==> src/rtl/crc_frame_tx.sv <==
// crc_frame_tx: serial frame transmitter. Shifts a payload out MSB-first,
// computes its CRC bit-serially on the fly and appends it, with optional
// single-bit error injection for exercising the receiver's error path.
module crc_frame_tx #(
    parameter int DATA_W = 64,
    parameter int CRC_W  = 3,
    parameter int CNT_W  = 7
) (
    input  logic                      clk,
    input  logic                      rst_n,
    input  logic                      in_valid,
    output logic                      in_ready,
    input  logic [DATA_W-1:0]         in_data,
    input  logic [CRC_W:0]            crc_poly,
    input  logic                      inj_en,
    input  logic [CNT_W-1:0]          inj_pos,
    output logic                      tx_en,
    output logic                      tx_bit,
    output logic                      tx_sof,
    output logic                      tx_eof,
    output logic                      frame_done,
    output logic [DATA_W+CRC_W-1:0]   frame_out,
    output logic [CRC_W-1:0]          crc_out
);

    localparam int FRAME_W = DATA_W + CRC_W;
    localparam logic [CNT_W-1:0] CNT_FIRST     = CNT_W'(FRAME_W - 1);
    localparam logic [CNT_W-1:0] CNT_LAST_DATA = CNT_W'(CRC_W);

    typedef enum logic [1:0] {S_IDLE, S_DATA, S_CRC} state_t;

    state_t                state_q, state_d;
    logic [DATA_W-1:0]     shreg_q;
    logic [CRC_W-1:0]      poly_q;
    logic                  inj_en_q;
    logic [CNT_W-1:0]      inj_pos_q;
    logic [CRC_W-1:0]      lfsr_q, lfsr_d;
    logic [CRC_W-1:0]      crc_hold_q;
    logic [CNT_W-1:0]      cnt_q;
    logic [FRAME_W-1:0]    frm_q;
    logic [FRAME_W-1:0]    frame_out_q;
    logic [CRC_W-1:0]      crc_out_q;
    logic                  done_q;

    logic accept, inj_hit, data_bit, raw_bit, fb;

    // The polynomial's leading term is implicit in the shift-and-subtract step.
    logic poly_msb_unused;
    assign poly_msb_unused = crc_poly[CRC_W];

    assign accept   = in_valid && (state_q == S_IDLE);
    assign inj_hit  = inj_en_q && (cnt_q == inj_pos_q);
    assign data_bit = shreg_q[DATA_W-1];
    assign fb       = data_bit ^ lfsr_q[CRC_W-1];

    // State register
    always_ff @(posedge clk or negedge rst_n) begin
        if (!rst_n) state_q <= S_IDLE;
        else        state_q <= state_d;
    end

    // Next-state: payload bits down to index CRC_W, then CRC bits down to 0
    always_comb begin
        state_d = state_q;
        case (state_q)
            S_IDLE:  if (accept)                 state_d = S_DATA;
            S_DATA:  if (cnt_q == CNT_LAST_DATA) state_d = S_CRC;
            S_CRC:   if (cnt_q == '0)            state_d = S_IDLE;
            default:                             state_d = S_IDLE;
        endcase
    end

    // Outputs: serial bit is the clean bit XOR the injection hit
    always_comb begin
        in_ready = (state_q == S_IDLE);
        tx_en    = (state_q != S_IDLE);
        raw_bit  = 1'b0;
        if (state_q == S_DATA)     raw_bit = data_bit;
        else if (state_q == S_CRC) raw_bit = lfsr_q[CRC_W-1];
        tx_bit   = tx_en & (raw_bit ^ inj_hit);
        tx_sof   = (state_q == S_DATA) && (cnt_q == CNT_FIRST);
        tx_eof   = (state_q == S_CRC)  && (cnt_q == '0);
    end

    // LFSR step: divide by the polynomial during payload, plain shift-out during CRC
    always_comb begin
        lfsr_d = lfsr_q;
        if (state_q == S_DATA)
            lfsr_d = {lfsr_q[CRC_W-2:0], 1'b0} ^ (fb ? poly_q : '0);
        else if (state_q == S_CRC)
            lfsr_d = {lfsr_q[CRC_W-2:0], 1'b0};
    end

    // Datapath: capture at accept, shift while sending, publish results at end of frame
    always_ff @(posedge clk or negedge rst_n) begin
        if (!rst_n) begin
            shreg_q     <= '0;
            poly_q      <= '0;
            inj_en_q    <= 1'b0;
            inj_pos_q   <= '0;
            lfsr_q      <= '0;
            crc_hold_q  <= '0;
            cnt_q       <= '0;
            frm_q       <= '0;
            frame_out_q <= '0;
            crc_out_q   <= '0;
            done_q      <= 1'b0;
        end else begin
            done_q <= 1'b0;
            case (state_q)
                S_IDLE: if (accept) begin
                    shreg_q   <= in_data;
                    poly_q    <= crc_poly[CRC_W-1:0];
                    inj_en_q  <= inj_en;
                    inj_pos_q <= inj_pos;
                    lfsr_q    <= '0;
                    cnt_q     <= CNT_FIRST;
                end
                S_DATA: begin
                    shreg_q <= shreg_q << 1;
                    lfsr_q  <= lfsr_d;
                    cnt_q   <= cnt_q - 1'b1;
                    frm_q   <= {frm_q[FRAME_W-2:0], tx_bit};
                    // The LFSR holds the true CRC right after the last payload bit;
                    // keep a copy since the CRC phase shifts it away.
                    if (cnt_q == CNT_LAST_DATA) crc_hold_q <= lfsr_d;
                end
                S_CRC: begin
                    lfsr_q <= lfsr_d;
                    frm_q  <= {frm_q[FRAME_W-2:0], tx_bit};
                    if (cnt_q != '0) begin
                        cnt_q <= cnt_q - 1'b1;
                    end else begin
                        done_q      <= 1'b1;
                        frame_out_q <= {frm_q[FRAME_W-2:0], tx_bit};
                        crc_out_q   <= crc_hold_q;
                    end
                end
                default: ;
            endcase
        end
    end

    assign frame_done = done_q;
    assign frame_out  = frame_out_q;
    assign crc_out    = crc_out_q;

endmodule
==> config.mk <==
export PLATFORM = sky130hd
export DESIGN_NAME = crc_frame_tx
export DESIGN_NICKNAME = d
export VERILOG_FILES = /design/src/rtl/crc_frame_tx.sv
export SDC_FILE = /design/constraint.sdc
export NUM_CORES = 1
export LEC_CHECK = 0
export CAP_MARGIN = 20
export CORE_UTILIZATION = 53
export DETAILED_ROUTE_END_ITERATION = 6
export PLACE_DENSITY = 0.82
export SLEW_MARGIN = 20
export SYNTH_ARGS = -nofsm -noshare
export SYNTH_HDL_FRONTEND = slang
export SYNTH_SLANG_ARGS = --single-unit
==> constraint.sdc <==
create_clock -name clk -period 2.76 [get_ports clk]
set_clock_uncertainty 0.2 [all_clocks]
set_input_delay 0.552 -clock clk [delete_from_list [all_inputs] [get_ports clk]]
set_output_delay 0.552 -clock clk [all_outputs]
set_load 0.01 [all_outputs]
=== Yosys cells after proc, flatten, opt, wreduce, memory -nomap -nowiden ===
Cells that the tools add are included.

* Output and inout port bits: 76
* Flip-flop bits (word level): 227
* Input port bits: 79
* Logic and storage cells: 63

* Reduce and logical (&&, ||, !) cells: 19
* Equal/unequal tests: 9
* $add $sub $neg: 1
* Bitwise operators: 5
* Muxes and demuxes: 17

{| class="wikitable"
|+ Operators with widths
! cell !! number
|-
| $pmux 64 s2 || 1
|-
| $mux 64 || 1
|-
| $pmux 7 s3 || 1
|-
| $mux 7 || 2
|-
| $reduce_and 2->1 || 5
|-
| $mux 3 || 3
|-
| $eq 7x2->1 const B || 1
|-
| $eq 7x7->1 || 1
|-
| $eq 7x7->1 const B || 1
|-
| $logic_not 7->1 || 1
|-
| $reduce_bool 7->1 || 1
|-
| $sub 7x1->7 const B || 1
|-
| $mux 2 || 3
|-
| $pmux 2 s3 || 1
|-
| $pmux 3 s2 || 1
|-
| $reduce_and 3->1 || 2
|-
| $reduce_bool 2->1 || 3
|-
| $logic_and 1x1->1 || 4
|-
| $mux 1 || 4
|-
| $ne 2x1->1 const B || 2
|-
| $ne 2x2->1 const B || 2
|-
| $reduce_bool 3->1 || 1
|-
| $xor 3x3->3 || 1
|-
| $eq 2x1->1 const B || 1
|-
| 6 further kinds || 7
|}

=== Longest topological paths before layout ===
* Depth in word-level cells: 5
* Mapped depth: 9
* Mapped depth without buffers: 7

=== Worst setup path before layout ===
OpenSTA, ideal clock, no wires.

* Path kind: flip-flop to output port
* From: register state_q[1]
* To: output tx_sof
* Arrival: 1.454 ns
* Required time: 2.008 ns
* Stages on the path, launching flop included: 7
* Setup slack: 0.554 ns
* Path buffers: 3
* Cell sequence: dfrtp_1 -> inv_1 -> ha_1 -> buf_2 -> buf_2 -> buf_2 -> and4_1

* Cells in the longest elaborated chain, start to end: 2

{| class="wikitable"
|+ RTL lines
! item !! RTL line !! RTL
|-
| start, declared || 32 || <nowiki>state_t state_q, state_d;</nowiki>
|-
| start signal, assigned || 59 || <nowiki>else state_q <= state_d;</nowiki>
|-
| $eq 2x1->1 || 81 || <nowiki>tx_sof = (state_q == S_DATA) && (cnt_q == CNT_FIRST);</nowiki>
|-
| $logic_and 1x1->1 || 81 ||
|-
| end, declared || 19 || <nowiki>output logic tx_sof,</nowiki>
|}

Every way passes these cells.

=== Worst setup path in the final report ===
* From: register cnt_q[5]
* To: output tx_bit

* Cells in the longest elaborated chain, start to end: 4

{| class="wikitable"
|+ RTL lines
! item !! RTL line !! RTL
|-
| start, declared || 39 || <nowiki>logic [CNT_W-1:0] cnt_q;</nowiki>
|-
| start signal, assigned || 122 || <nowiki>cnt_q <= cnt_q - 1'b1;</nowiki>
|-
| start signal, assigned || 132 || <nowiki>cnt_q <= cnt_q - 1'b1;</nowiki>
|-
| $eq 7x7->1 || 52 || <nowiki>assign inj_hit = inj_en_q && (cnt_q == inj_pos_q);</nowiki>
|-
| $logic_and 1x1->1 || 52 ||
|-
| $xor 1x1->1 || 80 || <nowiki>tx_bit = tx_en & (raw_bit ^ inj_hit);</nowiki>
|-
| $and 1x1->1 || 80 ||
|-
| end, declared || 18 || <nowiki>output logic tx_bit,</nowiki>
|}

Every way passes these cells.

==> reports/results.txt <==
Initial antenna violation count: 0
Yosys warns: 0
Detail Route Antenna Nets: 0
Chip width: 135.3 um
Power per Cell Area: 549.6 nW/um^2
# nets final: 1089
Vias after detailed routing: 6467
Share of cells above drive strength 1: 14.30%
Max FO, Critical Path: 5
H-tree depth: 1
Reg power frac: 50.4%
Worst Slack Setup Final: 0.002359 ns
Routed wire length: 18080 um
Worst EP required: 2.01 ns
Post-synthesis register bit count: 227
Vias in the first global route: 6398
Starting Density: 54.42%
Die area: 18300 um^2
Peak VDD IR: 0.0003794 V
Post-synthesis cell type count: 37
Max Slew Vio Count: 0
Worst Tran Pin Value: 1.075 ns
Via/cell ratio: 5.190
Logic pwr share: 3.2%
Final period util: 99.91%
# fillers: 1279
Asr flop ratio synth: 100.0%
Max cap viols: 0
Site row count: 48
Final hold violation count: 0
HPWL after DPL: 11680 um
CTS Buf Count: 24
Final Setup Violations: 0
Hold slack: 0.2710 ns
Leak Pwr: 5.817 nW
Worst Hold Class: register to register
Sequential area share after synthesis: 60.35%
Synthesized instance count: 853
Synth top area cells: dfrtp_1 (60%), nand2_1 (12%), mux2_2 (9.1%), mux2i_1 (6.9%), o21ai_0 (4.1%)
Tmin final: 2.758 ns
Final antenna diode count: 0
Skew-Pair Late Insertion Delay: 0.50 ns
Core box area: 17300 um^2
Post-synth EDFFs: 0
RSZ-0062 raised after global routing: true
Fmax: 362.6 MHz
Storage cell area: 5683 um^2
Cell internal pwr: 5.243 mW
Total design power: 6.603 mW
Syn nets: 939
Area leader, netlist: dfrtp_1
CP Capture Type: primary output
GRT overflow: 0
DR WL/cell: 14.51 um
# DRC: 0
CTS tree: done
Netlist Area Pre-Place: 9413 um^2
Clk buf depth: 3
Rel. slew slack: 28.33%
Violation count after the first detailed-route iteration: 281
RePlAce Congestion: 0.7653
CP arrival: 2.01 ns
Switching Power: 1.359 mW
Worst-path clk slew: 0.06 ns
Maximum number of pins on one net before global-route repair: 127
Total GRT Usage: 20.62%
Clock Sinks: 227
Sw frac: 20.59%
Startpoint Class: register
PortBufs: 153
Average cell area after synthesis: 11.03 um^2
Area share of the largest cell type after synthesis: 60.35%
Root Driver: clkbuf_16
# IOs: 155
First-pass GRT wire length: 30500 um
Status: complete, no violations
Multi-input logic area: 3510 um^2
Die height: 135.3 um
Kind of critical path: register to primary output
Pre-antenna DRT Iters: 4
Ys flop type: dfrtp_1
Area added between synthesis and finish: 27.62%
Clock power share: 46.4%
Dpl ws: 0.04125 ns
cells in the final DEF (no fill, tap or decap), types with 6 or more instances in the layout:
cell               n
nand2_1          289
dfrtp_1          225
clkdlybuf4s50_1  148
o21ai_0           77
mux2_2            76
mux2i_1           65
clkbuf_16         25
buf_4             13
inv_1              9
xor2_1             8
nor2_1             8
clkbuf_1           6
per-layer routing:
layer  vias to the layer above  global-route usage [%]  wire length (um)
met5                         -                       0                 0
met4                         0                   4.557               262
met3                        28                   4.676              1159
met2                       169                   33.19              8533
met1                      3142                   28.62              8121
li1                       3128                       -                 -
flip-flops by register name, indices dropped and copies added (netlist names):
name and count:
shreg_q 64, frame_out 67, crc_hold_q 3, poly_q 3
frm_q 66, inj_pos_q 7, crc_out 3, frame_done 1
state_q 2, lfsr_q 3, inj_en_q 1, cnt_q 7
cell type report:
class                      instances  area share (%)
clock inverter                     8          0.3958
inverter                          10          0.3125
clock buffer                      36           5.968
timing repair buffer             172           14.46
multi-input combinational        568           29.22
sequential                       227           47.31
tap                              225           2.344
through the flow:
step                area, um^2  utilization [%]   TNS, ns  std cells
finish                   12010            69.45         0       1246
global route             12010            69.45   -0.1003       1246
CTS                      12010            69.44  -0.03174       1246
detailed placement       11200            64.77         0       1198
global placement         11200            64.77         0       1198
floorplan                 9413                -         0        853
power groups by stage:
| stage | clock network [mW] | logic [mW] | registers, mW |
|---|---|---|---|
| after global routing | 3.27 | 0.239 | 3.33 |
| after CTS | 3.12 | 0.218 | 3.33 |
| after floorplan | 0 | 0.0226 | 3.39 |
| after global placement | 0 | 0.214 | 3.39 |
| after detailed placement | 0 | 0.216 | 3.39 |
| final | 3.06 | 0.212 | 3.33 |
worst paths after layout:
path | startpoint | endpoint | slack [ns] | cells past startpoint
max | cnt_q[5] | tx_bit | 0.002 | 6
max reg2reg | state_q[1] | shreg_q[35] | 0.26 | 7
max in group asynchronous | rst_n | frame_out[38] | 1.21 | 3
min | crc_out[0] | crc_out[0] | 0.27 | 2
min reg2reg | crc_out[0] | crc_out[0] | 0.27 | 2
min in group asynchronous | rst_n | frame_out[57] | 0.41 | 2
logic make-up after synthesis:
| family | share of synthesized area [%] |
|---|---|
| adders and majority gates | 0.9304 |
| and+or+nand+nor | 13.66 |
| buffers and inverters | 2.991 |
| muxes | 16.00 |
| AOI/OAI and AO/OA | 5.038 |
| xor gates and xnor gates | 1.024 |
| DFF | 60.35 |
critical path: stages, from the launching register on:
cell and delay, ns:
dfrtp_2 0.45, xor2_1 0.17, nor4_2 0.31, nand4_1 0.18, xnor2_2 0.18, nor2_1 0.09, buf_2 0.13
Yosys cell counts (2+ instances only):
cell type,count
and3_1,2
buf_2,24
nor4_1,2
xor2_1,8
mux2_2,76
nor3_1,2
inv_1,9
nand2_1,289
nand2b_1,2
buf_1,7
nand4b_1,2
dfrtp_1,227
nor2_1,8
nand3_1,2
a21oi_1,6
buf_6,4
ha_1,7
mux2i_1,65
o21ai_0,77
o31ai_1,2
nor2b_1,2
nand3b_1,2
clkbuf_1,12
xnor2_1,3
timing repair:
item | in CTS | in global routing
buffers inserted | 3 | 0
setup endpoints to repair | 4 | 2
hold buffers | 1 | 0
endpoints found under the hold margin | 68 | 0
pin swaps | 5 | 0
resized for setup | 12 | 1
Power figures use the tool's default switching activity.
